File: config.mk
export PLATFORM = sky130hd
export DESIGN_NAME = serializador_sincronia
export DESIGN_NICKNAME = d
export VERILOG_FILES = /design/src/rtl/serializador_sincronia_pkg.sv /design/src/rtl/serializador_sincronia_contador.sv /design/src/rtl/serializador_sincronia.sv
export SDC_FILE = /design/constraint.sdc
export NUM_CORES = 1
export LEC_CHECK = 0
export BUFFER_PORTS_ARGS = -buffer_cell sky130_fd_sc_hd__buf_2
export CAP_MARGIN = 20
export CORE_MARGIN = 2
export CORE_UTILIZATION = 40
export CTS_CLUSTER_SIZE = 20
export DETAILED_ROUTE_END_ITERATION = 7
export SETUP_SLACK_MARGIN = 0.5
export SLEW_MARGIN = 20
export SYNTH_ARGS = -nofsm -noshare
export SYNTH_HDL_FRONTEND = slang
export SYNTH_SLANG_ARGS = --single-unit
File: constraint.sdc
create_clock -name clk -period 2.2 [get_ports clk]
set_clock_uncertainty 0.15 [all_clocks]
set_input_delay 0.33 -clock clk [delete_from_list [all_inputs] [get_ports clk]]
set_output_delay 0.33 -clock clk [all_outputs]
set_load 0.05 [all_outputs]
File: src/rtl/serializador_sincronia_pkg.sv
// Shared definitions for the sync-word serial framer.
//   - estado_t  : framer phase (SYNC, DATOS, REINICIO)
//   - *_DEF     : default word width, sync/fill word and desync word
//   - ancho_cnt : width of a counter that walks 0..ancho-1
package serializador_sincronia_pkg;

   typedef enum logic [1:0] {
      SYNC     = 2'd0,
      DATOS    = 2'd1,
      REINICIO = 2'd2
   } estado_t;

   localparam int         ANCHO_DEF        = 5;
   localparam logic [4:0] SECUENCIA_DEF    = 5'b10100;
   localparam logic [4:0] SEC_REINICIO_DEF = 5'b00000;

   function automatic int ancho_cnt(input int ancho);
      return (ancho <= 2) ? 1 : $clog2(ancho);
   endfunction

endpackage

File: src/rtl/serializador_sincronia_contador.sv
// Bit position counter for the framer: walks 0..ANCHO-1 and flags the word
// boundary cycle, i.e. the cycle whose closing edge loads the next word.
//   clk_i    : clock, rising edge
//   rst_i    : synchronous active-high clear
//   limite_o : high in a boundary cycle (last bit of a word, or the first
//              cycle after reset released)
module contador_bits
   import serializador_sincronia_pkg::*;
#(
   parameter int ANCHO = ANCHO_DEF
) (
   input  logic clk_i,
   input  logic rst_i,
   output logic limite_o
);

   localparam int             CW     = ancho_cnt(ANCHO);
   localparam logic [CW-1:0]  ULTIMO = CW'(ANCHO - 1);
   localparam logic [CW-1:0]  UNO    = CW'(1);

   logic [CW-1:0] cnt_q, cnt_d;
   logic          primero_q;

   // After reset no word is in flight, so the very first edge is a boundary.
   assign limite_o = primero_q || (cnt_q == ULTIMO);

   always_comb begin
      cnt_d = limite_o ? '0 : cnt_q + UNO;
   end

   always_ff @(posedge clk_i) begin
      if (rst_i) begin
         cnt_q     <= '0;
         primero_q <= 1'b1;
      end else begin
         cnt_q     <= cnt_d;
         primero_q <= 1'b0;
      end
   end

endmodule

File: src/rtl/serializador_sincronia.sv
// Serial framer feeding the sync-word detector. Sends SECUENCIA SYNC_COUNT
// times after reset, then data words (valid/ready), SECUENCIA as fill when
// idle, and SEC_REINICIO once on request to knock the detector out of sync.
//   clk, rst      : clock and synchronous active-high reset
//   dato          : word to send, taken when dato_valido && dato_listo
//   dato_valido   : dato holds a word
//   dato_listo    : word accepted at this edge (boundary cycles only)
//   desincronizar : one-cycle request to send SEC_REINICIO
//   s_out         : registered serial stream, MSB first
//   sincronizado  : high during the data phase
//   error_dato    : one-cycle pulse when a word equal to SEC_REINICIO is dropped
module serializador_sincronia
   import serializador_sincronia_pkg::*;
#(
   parameter int               ANCHO        = ANCHO_DEF,
   parameter logic [ANCHO-1:0] SECUENCIA    = SECUENCIA_DEF,
   parameter logic [ANCHO-1:0] SEC_REINICIO = SEC_REINICIO_DEF,
   parameter int               SYNC_COUNT   = 2
) (
   input  logic             clk,
   input  logic             rst,
   input  logic [ANCHO-1:0] dato,
   input  logic             dato_valido,
   output logic             dato_listo,
   input  logic             desincronizar,
   output logic             s_out,
   output logic             sincronizado,
   output logic             error_dato
);

   localparam logic [3:0] SYNC_OBJ = 4'(SYNC_COUNT);

   estado_t          estado_q, estado_d;
   logic [3:0]       sync_cnt_q, sync_cnt_d;
   logic             pend_q, pend_d;
   logic [ANCHO-1:0] shreg_q, shreg_d;
   logic             s_out_q, sinc_q, err_q, err_d;
   logic             limite, fin_sync, en_datos;

   contador_bits #(.ANCHO(ANCHO)) u_contador (
      .clk_i    (clk),
      .rst_i    (rst),
      .limite_o (limite)
   );

   // The boundary that closes the last sync word already selects like DATOS,
   // so the first data word can be accepted there without a gap word.
   assign fin_sync   = (estado_q == SYNC) && (sync_cnt_q == SYNC_OBJ);
   assign en_datos   = (estado_q == DATOS) || fin_sync;
   assign dato_listo = limite && en_datos && !pend_q && !desincronizar && !rst;

   always_comb begin
      estado_d   = estado_q;
      sync_cnt_d = sync_cnt_q;
      pend_d     = pend_q;
      err_d      = 1'b0;
      shreg_d    = {shreg_q[ANCHO-2:0], 1'b0};

      // Requests only count in the data phase; a second one while pending is moot.
      if ((estado_q == DATOS) && desincronizar && !pend_q) begin
         pend_d = 1'b1;
      end

      if (limite) begin
         if (en_datos) begin
            estado_d = DATOS;
            if (pend_q) begin
               shreg_d  = SEC_REINICIO;
               pend_d   = 1'b0;
               estado_d = REINICIO;
            end else if (dato_listo && dato_valido) begin
               // Sending the desync word as data would drop the detector's lock.
               if (dato == SEC_REINICIO) begin
                  shreg_d = SECUENCIA;
                  err_d   = 1'b1;
               end else begin
                  shreg_d = dato;
               end
            end else begin
               shreg_d = SECUENCIA;
            end
         end else if (estado_q == SYNC) begin
            shreg_d    = SECUENCIA;
            sync_cnt_d = sync_cnt_q + 4'd1;
         end else begin
            // Desync word done: this load is the first sync word of the new run.
            shreg_d    = SECUENCIA;
            sync_cnt_d = 4'd1;
            estado_d   = SYNC;
         end
      end
   end

   always_ff @(posedge clk) begin
      if (rst) begin
         estado_q   <= SYNC;
         sync_cnt_q <= '0;
         pend_q     <= 1'b0;
         s_out_q    <= 1'b0;
         sinc_q     <= 1'b0;
         err_q      <= 1'b0;
      end else begin
         estado_q   <= estado_d;
         sync_cnt_q <= sync_cnt_d;
         pend_q     <= pend_d;
         s_out_q    <= shreg_d[ANCHO-1];
         sinc_q     <= (estado_d == DATOS);
         err_q      <= err_d;
      end
      shreg_q <= shreg_d;
   end

   assign s_out        = s_out_q;
   assign sincronizado = sinc_q;
   assign error_dato   = err_q;

endmodule

==> results.md <==
- The run finished with clean final reports.
- The worst setup path is launched from a register.
- The count of standard-cell rows is 16.
- Global routing finished with a remaining overflow of 0.
- For the pin with the worst max-slew slack, the measured transition is between 0.5 and 0.6 ns.
- The number of different library cells used by synthesis comes to 32.
- The number of global-route vias before repair is 623.
- The global routing usage summed across all routing layers is 15.5%.
- Setup slack on the worst reg-to-reg path comes out at 0.44 ns.
- The Yosys step of the flow raised 0 warnings.
- In the synthesized netlist, the cells that appear most often are dfxtp_1, a21oi_1, inv_1, nor2_1.
- The count of filler cells inserted in the layout is 189.
- Traced cell by cell, the critical path runs through inv_2 > ha_4 > nor3b_4 > o211ai_1 > buf_4 > nor2b_4 > buf_8.
- Ranked by total cell area, the synthesized netlist is headed by dfxtp_1, ha_1, a21oi_1, nor3_1, inv_1.
- After the flow finishes, the layout carries non-filler instances totaling ~140.
- The tree is rooted in a clkbuf_4.
- The worst min-delay path category is in2reg.
- The first detailed-routing pass ran for 4 iterations.
- From synthesis to final layout, the design area changed by 32.4%.
- The worst flop-to-flop path startpoint is sync_cnt_q[0].
- The post-synthesis average cell area is 9.13 um^2.
- The critical path starts at sync_cnt_q[0].
- The post-route netlist has 38.5% of its cells at a drive strength greater than 1.
- The number of vias per cell after detailed routing is 5.15.
- The vertical die dimension is 48.6 um.
- The number of sinks handled by clock tree synthesis is 18.
- The number of antenna violations at the first check in global routing came to 0.
- The worst path uses 91.8% of the clock period.
- The final-report max-slew violation count is 0.
- The footprint of the flip-flops and latches is 368 um^2.
- The number of clock buffers added by TritonCTS is 3.
- After the last flow step, the layout net total stands at 123.
- The source of the worst hold timing path is dato[2].
- The final hold violation count is 0.
- The die width is just under 50 um.
- Setup repair after global routing could not meet its margin everywhere.
- Clock-pin slew was measured on the worst setup and hold paths at ~0.10 ns.
- For the worst setup path, the data arrival time is approximately 1.5 ns.
- In this run the power density over the cells is between 600 and 700 nW/um^2.
- The combined area of the multi-input logic cells is 447 um^2.
- The initial cell density of the core is between 40% and 50%.
- The category of the most critical setup path is reg2out.
- The total die area is about 2400 um^2.
- Entering global routing, the biggest net connects 15 pins.
- The cell area after synthesis is slightly below 800 um^2.
- The worst setup path is captured at a primary output.
- In this run the cell area measured after placement is 900 um^2.
- The biggest cell delay along the critical path is approximately 0.34 ns.
- The sequential fraction of the synthesis area is 45.4%.
- The number of primary I/O pins is 13.
- The maximum count of clock buffers along a single path is 2.
- Yosys mapped a number of flops with a built-in enable equal to 0.
- For the worst setup path, the data required time is 1.72 ns.
- The biggest area contributor in the post-synthesis netlist is dfxtp_1.
- Counting flops and latches in the post-synthesis netlist gives 18.
- The count of antenna-violating nets left after detailed routing is 0.
- Summed over all failing endpoints, the final setup total negative slack is 0 ns.
- The clock tree from TritonCTS is built.
- Along the worst path, the maximum fanout reaches 2.
- Clock latency on the worst-skew pair, taken at its later pin, is 0.30 ns.
- Total power for the finished layout comes to 669 uW.
- After clock tree synthesis, the flow added hold-fix buffers numbering 0.
- The final hold slack is roughly 0.10 ns.
- Headroom to the max-slew limit came out at 65.4%.
- Setup violations remaining at the end of the flow were counted as 0.
- At the end of routability-driven placement, the weighted congestion stood at slightly below 0.8.
- The proportion of register bits with asynchronous set or reset after synthesis is 0%.
- In this run the number of H-tree levels came out at 1.
- The first global-routing pass estimated 2730 um of wire.
- The most used flip-flop cell after synthesis is dfxtp_1.
- In this run the static leakage power is 0.416 nW.
- After routing the design area is 1050 um^2.
- Port buffering added 12 buffers.
- The detailed-route wire length per cell is about 12 um.
- The critical path contains buffers and inverters numbering 3 combined.
- The cell total after placement is roughly 120.
- Wires add up to around 1700 um.
- The worst voltage drop across the vdd grid is between 0.3 and 0.4 mV.
- The cell with the most instances after synthesis is dfxtp_1.
- The diode insertion count for antenna repair is 0.
- Static timing analysis puts the maximum clock frequency at approximately 500 MHz.
- The instance count of the mapped netlist is 87.
- The wire-length estimate of the detail-placed layout is 1050 um.
- On the critical path, the stage with the largest delay is an instance of dfxtp_2.
- Across the run, the number of max-cap violations was 0.
- The cell family with the largest share of critical-path delay is buffers and inverters.
- The via count is about 700.
- The clock period minus final worst setup slack is about 2.0 ns.
- The detailed router finished its first iteration with 10 violations.
- After synthesis, the largest area contributor takes up between 40 and 50% of total cell area.
- The core footprint is 1920 um^2.
- The net count of the mapped netlist is 100.
- After detailed routing, the number of remaining DRC violations is 0.
[worst paths after layout]
kind / endpoint / depth (start not counted)
setup / recovery: dato_listo / 7
hold / removal: error_dato / 2
setup reg to reg: sync_cnt_q[1] / 7
hold reg to reg: shreg_q[1] / 1
[layout make-up]
type | instances | area share, %
multi-input cells | 59 | 42.4
flip-flops and latches | 18 | 35.0
repair buffers | 22 | 13.8
clock buffers | 4 | 3.45
well taps | 27 | 3.21
inverters | 6 | 2.14
[cells by family (layout without fill, tap and decap cells)]
group | after synthesis | count (layout) | synth area share (%)
and+or+nand+nor | 30 | 30 | 22.2
adders and majority gates | 4 | 4 | 6.30
xor gates and xnor gates | 1 | 1 | 1.10
DFF | 18 | 18 | 45.4
buffers and inverters | 10 | 32 | 5.20
AOI/OAI and AO/OA | 24 | 24 | 19.8
[cell usage in the layout, fill, tap and decap left out, types with 2 or more instances in the layout]
cell and instances:
a21o_1 2, a21oi_1 8, a22o_1 2, buf_2 11
buf_4 10, clkbuf_4 3, dfxtp_1 14, dfxtp_2 3
ha_1 2, inv_1 3, inv_2 3, nand2_1 5
nor2_1 5, nor3_1 5, nor4_1 3, o211ai_1 2
o21ai_0 3, o31ai_1 2
[power breakdown]
group | total, mW | internal [mW] | switching, mW
Combinational | 0.112 | 0.0513 | 0.0604
Sequential | 0.352 | 0.341 | 0.0108
Clock | 0.206 | 0.101 | 0.105
[flip-flops by register name (all words and copies together) (netlist names)]
name                  cells
sincronizado              1
error_dato                1
u_contador.primero_q      1
u_contador.cnt_q          3
estado_q                  2
shreg_q                   4
s_out                     1
sync_cnt_q                4
pend_q                    1
[per-stage QoR]
stage | utilization [%] | setup slack [ns]
floorplan | - | 0.417
detailed placement | 46.8 | 0.271
finish | 54.8 | 0.181
CTS | 52.5 | 0.200
global route | 54.8 | 0.116
global placement | 46.8 | 0.285
[metal layers]
| metal | GRT usage [%] | part of all wire [%] | vias up |
|---|---|---|---|
| li1 | - | - | 359 |
| met1 | 19.6 | 47 | 319 |
| met2 | 23.8 | 46 | 17 |
| met3 | 2.78 | 3.9 | 6 |
| met4 | 11.4 | 2.5 | 0 |
| met5 | 0 | 0 | - |
[timing repair]
action,in CTS,in global routing
buffers inserted,8,1
resized for setup,6,9
endpoints found under the setup margin,6,12
pin swaps,3,3
Note: power is estimated with default switching activity, not from simulation.
